[src/rtl/mc_control_fsm_pkg.sv]
// rtl/mc_control_fsm_pkg.sv - shared state, opcode and control-code definitions for mc_control_fsm
package mc_control_fsm_pkg;

  // State register encoding
  typedef logic [3:0] state_t;

  localparam state_t ST_INIT   = 4'd0;
  localparam state_t ST_FETCH  = 4'd1;
  localparam state_t ST_DECODE = 4'd2;
  localparam state_t ST_MEMADR = 4'd3;
  localparam state_t ST_MEMRD  = 4'd4;
  localparam state_t ST_MEMWB  = 4'd5;
  localparam state_t ST_MEMWR  = 4'd6;
  localparam state_t ST_EXEC   = 4'd7;
  localparam state_t ST_RWB    = 4'd8;
  localparam state_t ST_IEXEC  = 4'd9;
  localparam state_t ST_IWB    = 4'd10;
  localparam state_t ST_BRANCH = 4'd11;
  localparam state_t ST_JUMP   = 4'd12;

  // Supported opcodes
  localparam logic [5:0] OP_RTYPE = 6'b000000;
  localparam logic [5:0] OP_J     = 6'b000010;
  localparam logic [5:0] OP_BEQ   = 6'b000100;
  localparam logic [5:0] OP_ADDI  = 6'b001000;
  localparam logic [5:0] OP_SLTI  = 6'b001010;
  localparam logic [5:0] OP_ANDI  = 6'b001100;
  localparam logic [5:0] OP_ORI   = 6'b001101;
  localparam logic [5:0] OP_XORI  = 6'b001110;
  localparam logic [5:0] OP_LW    = 6'b100011;
  localparam logic [5:0] OP_SW    = 6'b101011;

  // ALU control decoder requests
  localparam logic [1:0] ALUOP_ADD   = 2'b00;
  localparam logic [1:0] ALUOP_SUB   = 2'b01;
  localparam logic [1:0] ALUOP_FUNCT = 2'b10;
  localparam logic [1:0] ALUOP_IROP  = 2'b11;

  // ALU B operand selects
  localparam logic [1:0] SRCB_REGB    = 2'b00;
  localparam logic [1:0] SRCB_FOUR    = 2'b01;
  localparam logic [1:0] SRCB_IMM     = 2'b10;
  localparam logic [1:0] SRCB_IMM_SH2 = 2'b11;

  // PC source selects
  localparam logic [1:0] PCSRC_ALU    = 2'b00;
  localparam logic [1:0] PCSRC_ALUOUT = 2'b01;
  localparam logic [1:0] PCSRC_JUMP   = 2'b10;

  // Instruction class resolved in DECODE
  typedef enum logic [2:0] {
    CLS_LW,
    CLS_SW,
    CLS_R,
    CLS_I,
    CLS_BEQ,
    CLS_J,
    CLS_ILL
  } op_class_t;

  // Full set of datapath controls produced by the output decoder
  typedef struct packed {
    logic       pc_write;
    logic       pc_write_cond;
    logic       ior_d;
    logic       mem_read;
    logic       mem_write;
    logic       ir_write;
    logic       memto_reg;
    logic       reg_dst;
    logic       reg_write;
    logic       alu_src_a;
    logic [1:0] alu_src_b;
    logic [1:0] pc_source;
    logic [1:0] alu_op;
    logic       instr_done;
    logic       illegal;
  } ctrl_t;

  function automatic op_class_t op_classify(input logic [5:0] op);
    op_class_t cls;
    case (op)
      OP_LW:    cls = CLS_LW;
      OP_SW:    cls = CLS_SW;
      OP_RTYPE: cls = CLS_R;
      OP_ADDI, OP_ANDI, OP_ORI, OP_XORI, OP_SLTI: cls = CLS_I;
      OP_BEQ:   cls = CLS_BEQ;
      OP_J:     cls = CLS_J;
      default:  cls = CLS_ILL;
    endcase
    return cls;
  endfunction

endpackage

[src/rtl/mc_ctrl_outdec.sv]
// rtl/mc_ctrl_outdec.sv - combinational state-to-control decoder for mc_control_fsm
module mc_ctrl_outdec
  import mc_control_fsm_pkg::*;
(
  input  state_t state,
  input  logic   mem_ok,
  input  logic   decode_illegal,
  output ctrl_t  ctrl
);

  // Each state drives only its listed controls; everything else stays 0.
  // mem_ok gates the strobes that must fire once per completed memory access.
  always_comb begin
    ctrl = '0;
    case (state)
      ST_FETCH: begin
        ctrl.mem_read  = 1'b1;
        ctrl.ir_write  = mem_ok;
        ctrl.pc_write  = mem_ok;
        ctrl.alu_src_b = SRCB_FOUR;
        ctrl.alu_op    = ALUOP_ADD;
        ctrl.pc_source = PCSRC_ALU;
      end
      ST_DECODE: begin
        ctrl.alu_src_b = SRCB_IMM_SH2;
        ctrl.alu_op    = ALUOP_ADD;
        ctrl.illegal   = decode_illegal;
      end
      ST_MEMADR: begin
        ctrl.alu_src_a = 1'b1;
        ctrl.alu_src_b = SRCB_IMM;
        ctrl.alu_op    = ALUOP_ADD;
      end
      ST_MEMRD: begin
        ctrl.mem_read = 1'b1;
        ctrl.ior_d    = 1'b1;
      end
      ST_MEMWB: begin
        ctrl.reg_write  = 1'b1;
        ctrl.memto_reg  = 1'b1;
        ctrl.reg_dst    = 1'b0;
        ctrl.instr_done = 1'b1;
      end
      ST_MEMWR: begin
        ctrl.mem_write  = mem_ok;
        ctrl.ior_d      = 1'b1;
        ctrl.instr_done = mem_ok;
      end
      ST_EXEC: begin
        ctrl.alu_src_a = 1'b1;
        ctrl.alu_src_b = SRCB_REGB;
        ctrl.alu_op    = ALUOP_FUNCT;
      end
      ST_RWB: begin
        ctrl.reg_write  = 1'b1;
        ctrl.reg_dst    = 1'b1;
        ctrl.instr_done = 1'b1;
      end
      ST_IEXEC: begin
        ctrl.alu_src_a = 1'b1;
        ctrl.alu_src_b = SRCB_IMM;
        ctrl.alu_op    = ALUOP_IROP;
      end
      ST_IWB: begin
        ctrl.reg_write  = 1'b1;
        ctrl.reg_dst    = 1'b0;
        ctrl.instr_done = 1'b1;
      end
      ST_BRANCH: begin
        ctrl.alu_src_a     = 1'b1;
        ctrl.alu_src_b     = SRCB_REGB;
        ctrl.alu_op        = ALUOP_SUB;
        ctrl.pc_write_cond = 1'b1;
        ctrl.pc_source     = PCSRC_ALUOUT;
        ctrl.instr_done    = 1'b1;
      end
      ST_JUMP: begin
        ctrl.pc_write   = 1'b1;
        ctrl.pc_source  = PCSRC_JUMP;
        ctrl.instr_done = 1'b1;
      end
      default: ctrl = '0;
    endcase
  end

endmodule

[src/rtl/mc_control_fsm.sv]
// rtl/mc_control_fsm.sv - multicycle CPU control FSM; MC_MEM_STALL_EN enables mem_ready stalls
module mc_control_fsm
  import mc_control_fsm_pkg::*;
#(
  parameter int OP_W = 6
) (
  input  logic            clk,
  input  logic            rst_n,
  input  logic [OP_W-1:0] IRop,
  input  logic            mem_ready,
  output logic            PCWrite,
  output logic            PCWriteCond,
  output logic            IorD,
  output logic            MemRead,
  output logic            MemWrite,
  output logic            IRWrite,
  output logic            MemtoReg,
  output logic            RegDst,
  output logic            RegWrite,
  output logic            ALUSrcA,
  output logic [1:0]      ALUSrcB,
  output logic [1:0]      PCSource,
  output logic [1:0]      ALUOp,
  output logic            instr_done,
  output logic            illegal
);

  state_t    state_q, state_d;
  op_class_t cls_q, cls_d;
  logic      start_q, start_d;
  op_class_t cls_in;
  logic      mem_ok;
  ctrl_t     ctrl;

`ifdef MC_MEM_STALL_EN
  assign mem_ok = mem_ready;
`else
  // Memory always completes in one cycle in this build.
  logic unused_mem_ready;
  assign unused_mem_ready = mem_ready;
  assign mem_ok           = 1'b1;
`endif

  // Opcode classification; any bits above the 6-bit opcode must be zero to be legal
  always_comb begin
    cls_in = CLS_ILL;
    if (IRop == OP_W'(IRop[5:0])) begin
      cls_in = op_classify(IRop[5:0]);
    end
  end

  // Next-state logic; the opcode class is captured only in DECODE
  always_comb begin
    state_d = state_q;
    cls_d   = cls_q;
    start_d = 1'b1;
    case (state_q)
      // start_q holds INIT for one full clock after reset release
      ST_INIT:   if (start_q) state_d = ST_FETCH;
      ST_FETCH:  if (mem_ok) state_d = ST_DECODE;
      ST_DECODE: begin
        cls_d = cls_in;
        case (cls_in)
          CLS_LW, CLS_SW: state_d = ST_MEMADR;
          CLS_R:          state_d = ST_EXEC;
          CLS_I:          state_d = ST_IEXEC;
          CLS_BEQ:        state_d = ST_BRANCH;
          CLS_J:          state_d = ST_JUMP;
          default:        state_d = ST_FETCH;
        endcase
      end
      ST_MEMADR: state_d = (cls_q == CLS_SW) ? ST_MEMWR : ST_MEMRD;
      ST_MEMRD:  if (mem_ok) state_d = ST_MEMWB;
      ST_MEMWB:  state_d = ST_FETCH;
      ST_MEMWR:  if (mem_ok) state_d = ST_FETCH;
      ST_EXEC:   state_d = ST_RWB;
      ST_RWB:    state_d = ST_FETCH;
      ST_IEXEC:  state_d = ST_IWB;
      ST_IWB:    state_d = ST_FETCH;
      ST_BRANCH: state_d = ST_FETCH;
      ST_JUMP:   state_d = ST_FETCH;
      default:   state_d = ST_INIT;
    endcase
  end

  // State, captured class and reset-release flag; async reset lands in INIT
  always_ff @(posedge clk or negedge rst_n) begin
    if (!rst_n) begin
      state_q <= ST_INIT;
      cls_q   <= CLS_ILL;
      start_q <= 1'b0;
    end else begin
      state_q <= state_d;
      cls_q   <= cls_d;
      start_q <= start_d;
    end
  end

  mc_ctrl_outdec u_outdec (
    .state          (state_q),
    .mem_ok         (mem_ok),
    .decode_illegal (cls_in == CLS_ILL),
    .ctrl           (ctrl)
  );

  // Port fan-out of the decoded control bundle
  always_comb begin
    PCWrite     = ctrl.pc_write;
    PCWriteCond = ctrl.pc_write_cond;
    IorD        = ctrl.ior_d;
    MemRead     = ctrl.mem_read;
    MemWrite    = ctrl.mem_write;
    IRWrite     = ctrl.ir_write;
    MemtoReg    = ctrl.memto_reg;
    RegDst      = ctrl.reg_dst;
    RegWrite    = ctrl.reg_write;
    ALUSrcA     = ctrl.alu_src_a;
    ALUSrcB     = ctrl.alu_src_b;
    PCSource    = ctrl.pc_source;
    ALUOp       = ctrl.alu_op;
    instr_done  = ctrl.instr_done;
    illegal     = ctrl.illegal;
  end

endmodule

[config.mk]
export PLATFORM = sky130hd
export DESIGN_NAME = mc_control_fsm
export DESIGN_NICKNAME = d
export VERILOG_FILES = /design/src/rtl/mc_control_fsm_pkg.sv /design/src/rtl/mc_ctrl_outdec.sv /design/src/rtl/mc_control_fsm.sv
export SDC_FILE = /design/constraint.sdc
export NUM_CORES = 1
export LEC_CHECK = 0
export ABC_AREA = 1
export BUFFER_PORTS_ARGS = -buffer_cell sky130_fd_sc_hd__buf_2
export CAP_MARGIN = 0
export CORE_UTILIZATION = 50
export DETAILED_ROUTE_END_ITERATION = 10
export HOLD_SLACK_MARGIN = 0.08
export PLACE_DENSITY = 0.85
export SLEW_MARGIN = 20
export SYNTH_ARGS = -nofsm -noshare
export SYNTH_HDL_FRONTEND = slang
export SYNTH_HIERARCHICAL = 1
export SYNTH_SLANG_ARGS = --single-unit
[constraint.sdc]
create_clock -name clk -period 1.72 [get_ports clk]
set_input_delay 0.086 -clock clk [delete_from_list [all_inputs] [get_ports clk]]
set_output_delay 0.086 -clock clk [all_outputs]
set_load 0.1 [all_outputs]
* Word level (Yosys, flattened, before mapping)
Cells that the tools add are included.
** Cells by class
- $add $sub $neg :: 0
- Multiply operators :: 0
- Div/mod/pow operators :: 0
- $lt $le $gt $ge :: 0
- Equality and inequality tests :: 29
- Shift-type cells :: 0
- Muxes and demuxes :: 19
- Bitwise operators :: 0
- Reduce and logical (&&, ||, !) cells :: 12
** Operators by type and width (count)
- $pmux W4 S8 :: 1
- $eq A6 B4 Y1 const B :: 5
- $eq A4 B4 Y1 const B :: 5
- $pmux W4 S5 :: 1
- $pmux W3 S6 :: 1
- $eq A4 B3 Y1 const B :: 4
- $eq A6 B6 Y1 const B :: 2
- $pmux W2 S3 :: 2
- $reduce_or A2 Y1 :: 6
- $mux W1 :: 10
- $eq A3 B3 Y1 const B :: 3
- $eq A4 B2 Y1 const B :: 2
- $pmux W2 S2 :: 2
- $eq A3 B1 Y1 const B :: 2
- $eq A3 B2 Y1 const B :: 2
- $eq A6 B2 Y1 const B :: 1
- $eq A6 B3 Y1 const B :: 1
- $logic_not A6 Y1 :: 1
- $reduce_or A6 Y1 :: 1
- $reduce_or A5 Y1 :: 1
- $eq A4 B1 Y1 const B :: 1
- $logic_not A4 Y1 :: 1
- $mux W4 :: 1
- $reduce_or A4 Y1 :: 1
- other kinds (3) :: 3
** Storage, ports and cells
- Register bits :: 8
- Bits in latches :: 0
- RAM bits :: 0
- Bits in read-only memories :: 0
- Output and inout bits :: 18
- Logic and storage cells :: 63
- Memories :: 0

* Longest topological paths before layout
- Word-level depth :: 7
- Gate-level depth with buffers :: 14
- Gate-level depth less buffers :: 14

* By module
Netlist, hierarchy kept.
** Modules (own cells, without submodules)
- mc_control_fsm :: times used 1, cells each 95, area each 669.4 um^2, sequential area each 202.7 um^2
- mc_ctrl_outdec :: times used 1, cells each 41, area each 209.0 um^2, sequential area each 0.0 um^2

* Worst setup path after synthesis
Ideal clock, no wire load.
- Path kind :: reg-to-output
- From :: reg state_q[0]
- To :: out MemRead
- Data arrival time :: 2762 ps
- Required time :: 1634 ps
- Path slack :: -1128 ps
- Cell stages (with the launch flop) :: 4
- Path buffers :: 0
- Path through :: dfrtp_1 inv_2 nand2_2 o21ai_0
** On the way
- Longest elaborated chain between the ends :: 3
** Ends and longest elaborated chain
- start, declared :: RTL line mc_control_fsm.sv:28 : state_t state_q, state_d;
- start signal, assigned :: RTL line mc_control_fsm.sv:93 : state_q <= state_d;
- $eq A4 B3 Y1 / $eq A4 B1 Y1 (equally long branches) :: RTL line mc_ctrl_outdec.sv:15 : case (state)
- $reduce_or A2 Y1 (no source line) *
- $mux W1 * :: RTL line mc_ctrl_outdec.sv:15
- end, declared :: RTL line mc_control_fsm.sv:14 : output logic MemRead,
Every way passes the cells marked *; elsewhere a longest branch is shown, timed or not.

* Final worst setup path
- From :: reg state_q[3]
- To :: out RegWrite
** On the way
- Longest elaborated chain between the ends :: 3
** Ends and longest elaborated chain
- $eq A4 B3 Y1 / $eq A4 B4 Y1 (equally long branches) :: RTL line mc_ctrl_outdec.sv:15
- $reduce_or A2 Y1 (no source line)
- $pmux W2 S2 * :: RTL line mc_ctrl_outdec.sv:15
- end, declared :: RTL line mc_control_fsm.sv:19 : output logic RegWrite,
Marks and branches as above.

==> key figures <==
Run status
  – Run status: complete, but fails checks
  – Failing checks: design-rule violations

Cells and area
  – End-of-flow core utilization: 79.5%
  – Total Nets Final: 181
  – Number of diodes: 0
  – Post-synthesis to final-layout area growth: 42.7%
  – Commonest non-fill, non-tap cells in the layout: nand2_1 (26), inv_1 (19), nor2_1 (18), nand2_2 (11), buf_2 (11)
  – Commonest non-fill, non-tap cell in the layout: nand2_1
  – Share of post-route cells with drive strength above 1: 41.9%
  – Layout Cells excl Fill: 183

Routing
  – Wire length on met1: 783 um
  – Met3 WL post-DR: 76 um
  – DR vias/cell: 5.28
  – Via Count: 966
  – DRC violations left: 3
  – Detailed router's first-iteration violation count: 28
  – DRT Pass-1 Iters: 8
  – Routed length per instance: 10.9 um
  – Total wirelength of the detailed-routed design: 2000 um
  – Met2 WL: 1110 um
  – Highest metal layer with signal wires: met4
  – Final ANT Viol Nets: 0

Power
  – Peak ir drop on the vdd network: 1440 uV
  – Total power per unit cell area: 2000 nW/um^2
  – Internal cell power: 0.000937 W
  – Cell leakage power: 0.671 nW
  – Net switching power figure: 0.00157 W
  – Share of power burned in combinational logic: 79.6%
  – Clock share of power: 5.6%
  – Switching part of the total power: 62.6%
  – Part of the power in registers: 14.8%

Logic synthesis
  – Avg Synthesized Cell Area: 6.46 sq um
  – Synth area leader: dfrtp_1
  – Synthesized netlist cell count: 136
  – Area fraction of the dominant cell type after synthesis: 17.1%
  – Portion of the post-synthesis area used by sequential elements: 23.1%
  – Most area-consuming cells after synthesis: dfrtp_1 (17%), nand2_1 (11%), inv_1 (8.5%)
  – Number of distinct library cell variants in the gate-level netlist after synthesis: 28
  – Post-synthesis instance area: 878 sq um
  – Number of warnings issued by yosys: 6
  – Seq cells post-synth: 8

Clock network
  – Clock slew at reported path FFs: 0.05 ns
  – Latest clock arrival within the worst-skew pair: 0.25 ns
  – Number of buffers added by the clock tree synthesis step: 3
  – H-tree depth reported by CTS: 1
  – Number of clock sinks seen by CTS: 8
  – Maximum clock insertion buffer count: 2
  – TritonCTS clock tree: yes
  – Post-CTS Setup Inserts: 0
  – Clock tree root buffer cell: clkbuf_4

Critical path
  – WP data arrival: 1.53 ns
  – CP max FO: 9
  – Worst reg2reg path depth: 5
  – Required time worst endpoint: 1.63 ns
  – Beginning of the worst register-to-register path: state_q[0]
  – Element type at the critical path end: output port
  – Crit Path Class: reg -> out
  – Worst R2R End: state_q[3]
  – Worst Setup EP: RegWrite
  – R2R Setup Slk: 0.28 ns
  – Setup crit start kind: register
  – Launch point of the critical path: state_q[3]

Placement
  – Port Buffers: 25
  – Dpl ws: 0.0388 ns
  – Half-perimeter wire length after placement: 1730 um
  – Placed cell count: 179
  – Final estimated routing congestion in global placement: 0.848

Die
  – Core Area: 1580 sq um
  – Die boundary width: 43.9 um
  – Total die area: 1930 sq um
  – Vertical die dimension: 43.9 um
  – Standard-cell row count: 14
  – Initial standard-cell utilization of the core: 55.7%
  – Number of ports placed on the die boundary: 27

Timing
  – Fin crit period: 1.62 ns
  – Setup TNS: 0 ns
  – Worst Hold Slack: 0.196 ns
  – Hold violation count in the final report: 0
  – RSZ-0062 raised after global routing: false
  – Setup slack of the critical path after layout: 0.102 ns
  – Maximum frequency from static timing analysis: 618 MHz
  – Max-slew violation count: 0
  – Final Setup Violations: 0
  – Crit share post-route: 94.1%
  – Worst Skew: 0.000800 ns

Flow run
  – Max Cap Viol: 0

Global route
  – Pin count of the biggest net entering global routing: 12
  – Via count of the first global-routing pass: 925
  – GRT Util Overall: 23.9%
  – Grt total ovfl: 0
  – Antenna violations before repair: 0
  – Wire length of the first global-routing pass: 3530 um

Worst hold path
  – Worst hold-check path type: in -> async
[state kept, by name (all words and copies together), names as in the netlist]
signal	cells
state_q	4
start_q	1
cls_q	3
[worst max-delay path, stage by stage, from the launching register on]
cell and delay, ns:
dfrtp_1 0.49, nand2_2 0.20, nor2_1 0.07, nor2_2 0.21, clkinvlp_4 0.14, buf_12 0.17
[metal layers]
layer,global-route usage (%),up-vias
met1,26.2,447
met5,0,-
li1,-,482
met2,46.9,30
met4,7.88,0
met3,2.50,7
[Yosys cell counts]
| master | instances |
|---|---|
| nand3_2 | 2 |
| nor2_2 | 6 |
| inv_2 | 6 |
| inv_6 | 1 |
| a21oi_2 | 1 |
| nor2_8 | 1 |
| dfrtp_1 | 6 |
| o211ai_1 | 1 |
| ha_1 | 3 |
| nand2_2 | 11 |
| nand3_1 | 9 |
| a31oi_1 | 1 |
| nand2_1 | 26 |
| conb_1 | 1 |
| inv_1 | 20 |
| nand4_1 | 1 |
| a21oi_1 | 1 |
| dfstp_2 | 2 |
| nand2_4 | 2 |
| buf_4 | 1 |
| o21ai_1 | 3 |
| o31ai_2 | 1 |
| o22ai_1 | 3 |
| nor4_1 | 1 |
| o21ai_0 | 2 |
| nand3b_1 | 2 |
| nor2_1 | 20 |
| nor2_4 | 2 |
[cell type report]
cell class	count	area, sq um
fillers	111	323
inverters	27	110
flip-flops and latches	8	203
multi-input cells	102	596
clock buffers	3	22.5
well taps	16	20.0
repair buffers	27	303
[per-stage QoR]
stage / cell area [sq um] / power [W]
after global routing: 1250 / 0.00262
after floorplan: 916 / 0.00177
after global placement: 1210 / 0.00232
final: 1250 / 0.00251
after CTS: 1240 / 0.00251
after detailed placement: 1210 / 0.00236
[timing repair]
action,4_1_cts,5_1_grt
setup endpoints to repair,0,4
gates resized for setup,0,4
hold endpoints to repair,8,0
hold buffers,1,0
[worst min-delay path by stage]
stage | from | end | depth (start not counted)
6_report | rst_n | state_q[0] | 2
4_1_cts | rst_n | state_q[0] | 2
5_1_grt | rst_n | state_q[0] | 2
2_1_floorplan | rst_n | cls_q[0] | 0
3_5_place_dp | rst_n | state_q[1] | 1
3_3_place_gp | rst_n | start_q | 1
[cells by family after synthesis]
logic type	count (synthesis)	share of synthesized area [%]
other	1	0.427
buffers and inverters	28	13.0
adder cells (fa/ha/maj)	3	4.27
AO/OA/AOI/OAI	13	9.54
AND/OR/NAND/NOR	83	49.7
flip-flops	8	23.1
[power groups by stage]
stage / Combinational, W / Sequential [W] / Clock [W]
global placement: 0.00195 / 0.000368 / 0
global route: 0.00208 / 0.000384 / 0.000154
detailed placement: 0.00199 / 0.000374 / 0
CTS: 0.00199 / 0.000371 / 0.000142
finish: 0.00200 / 0.000371 / 0.000141
floorplan: 0.00142 / 0.000351 / 0
Note: power is estimated with default switching activity, not from simulation.
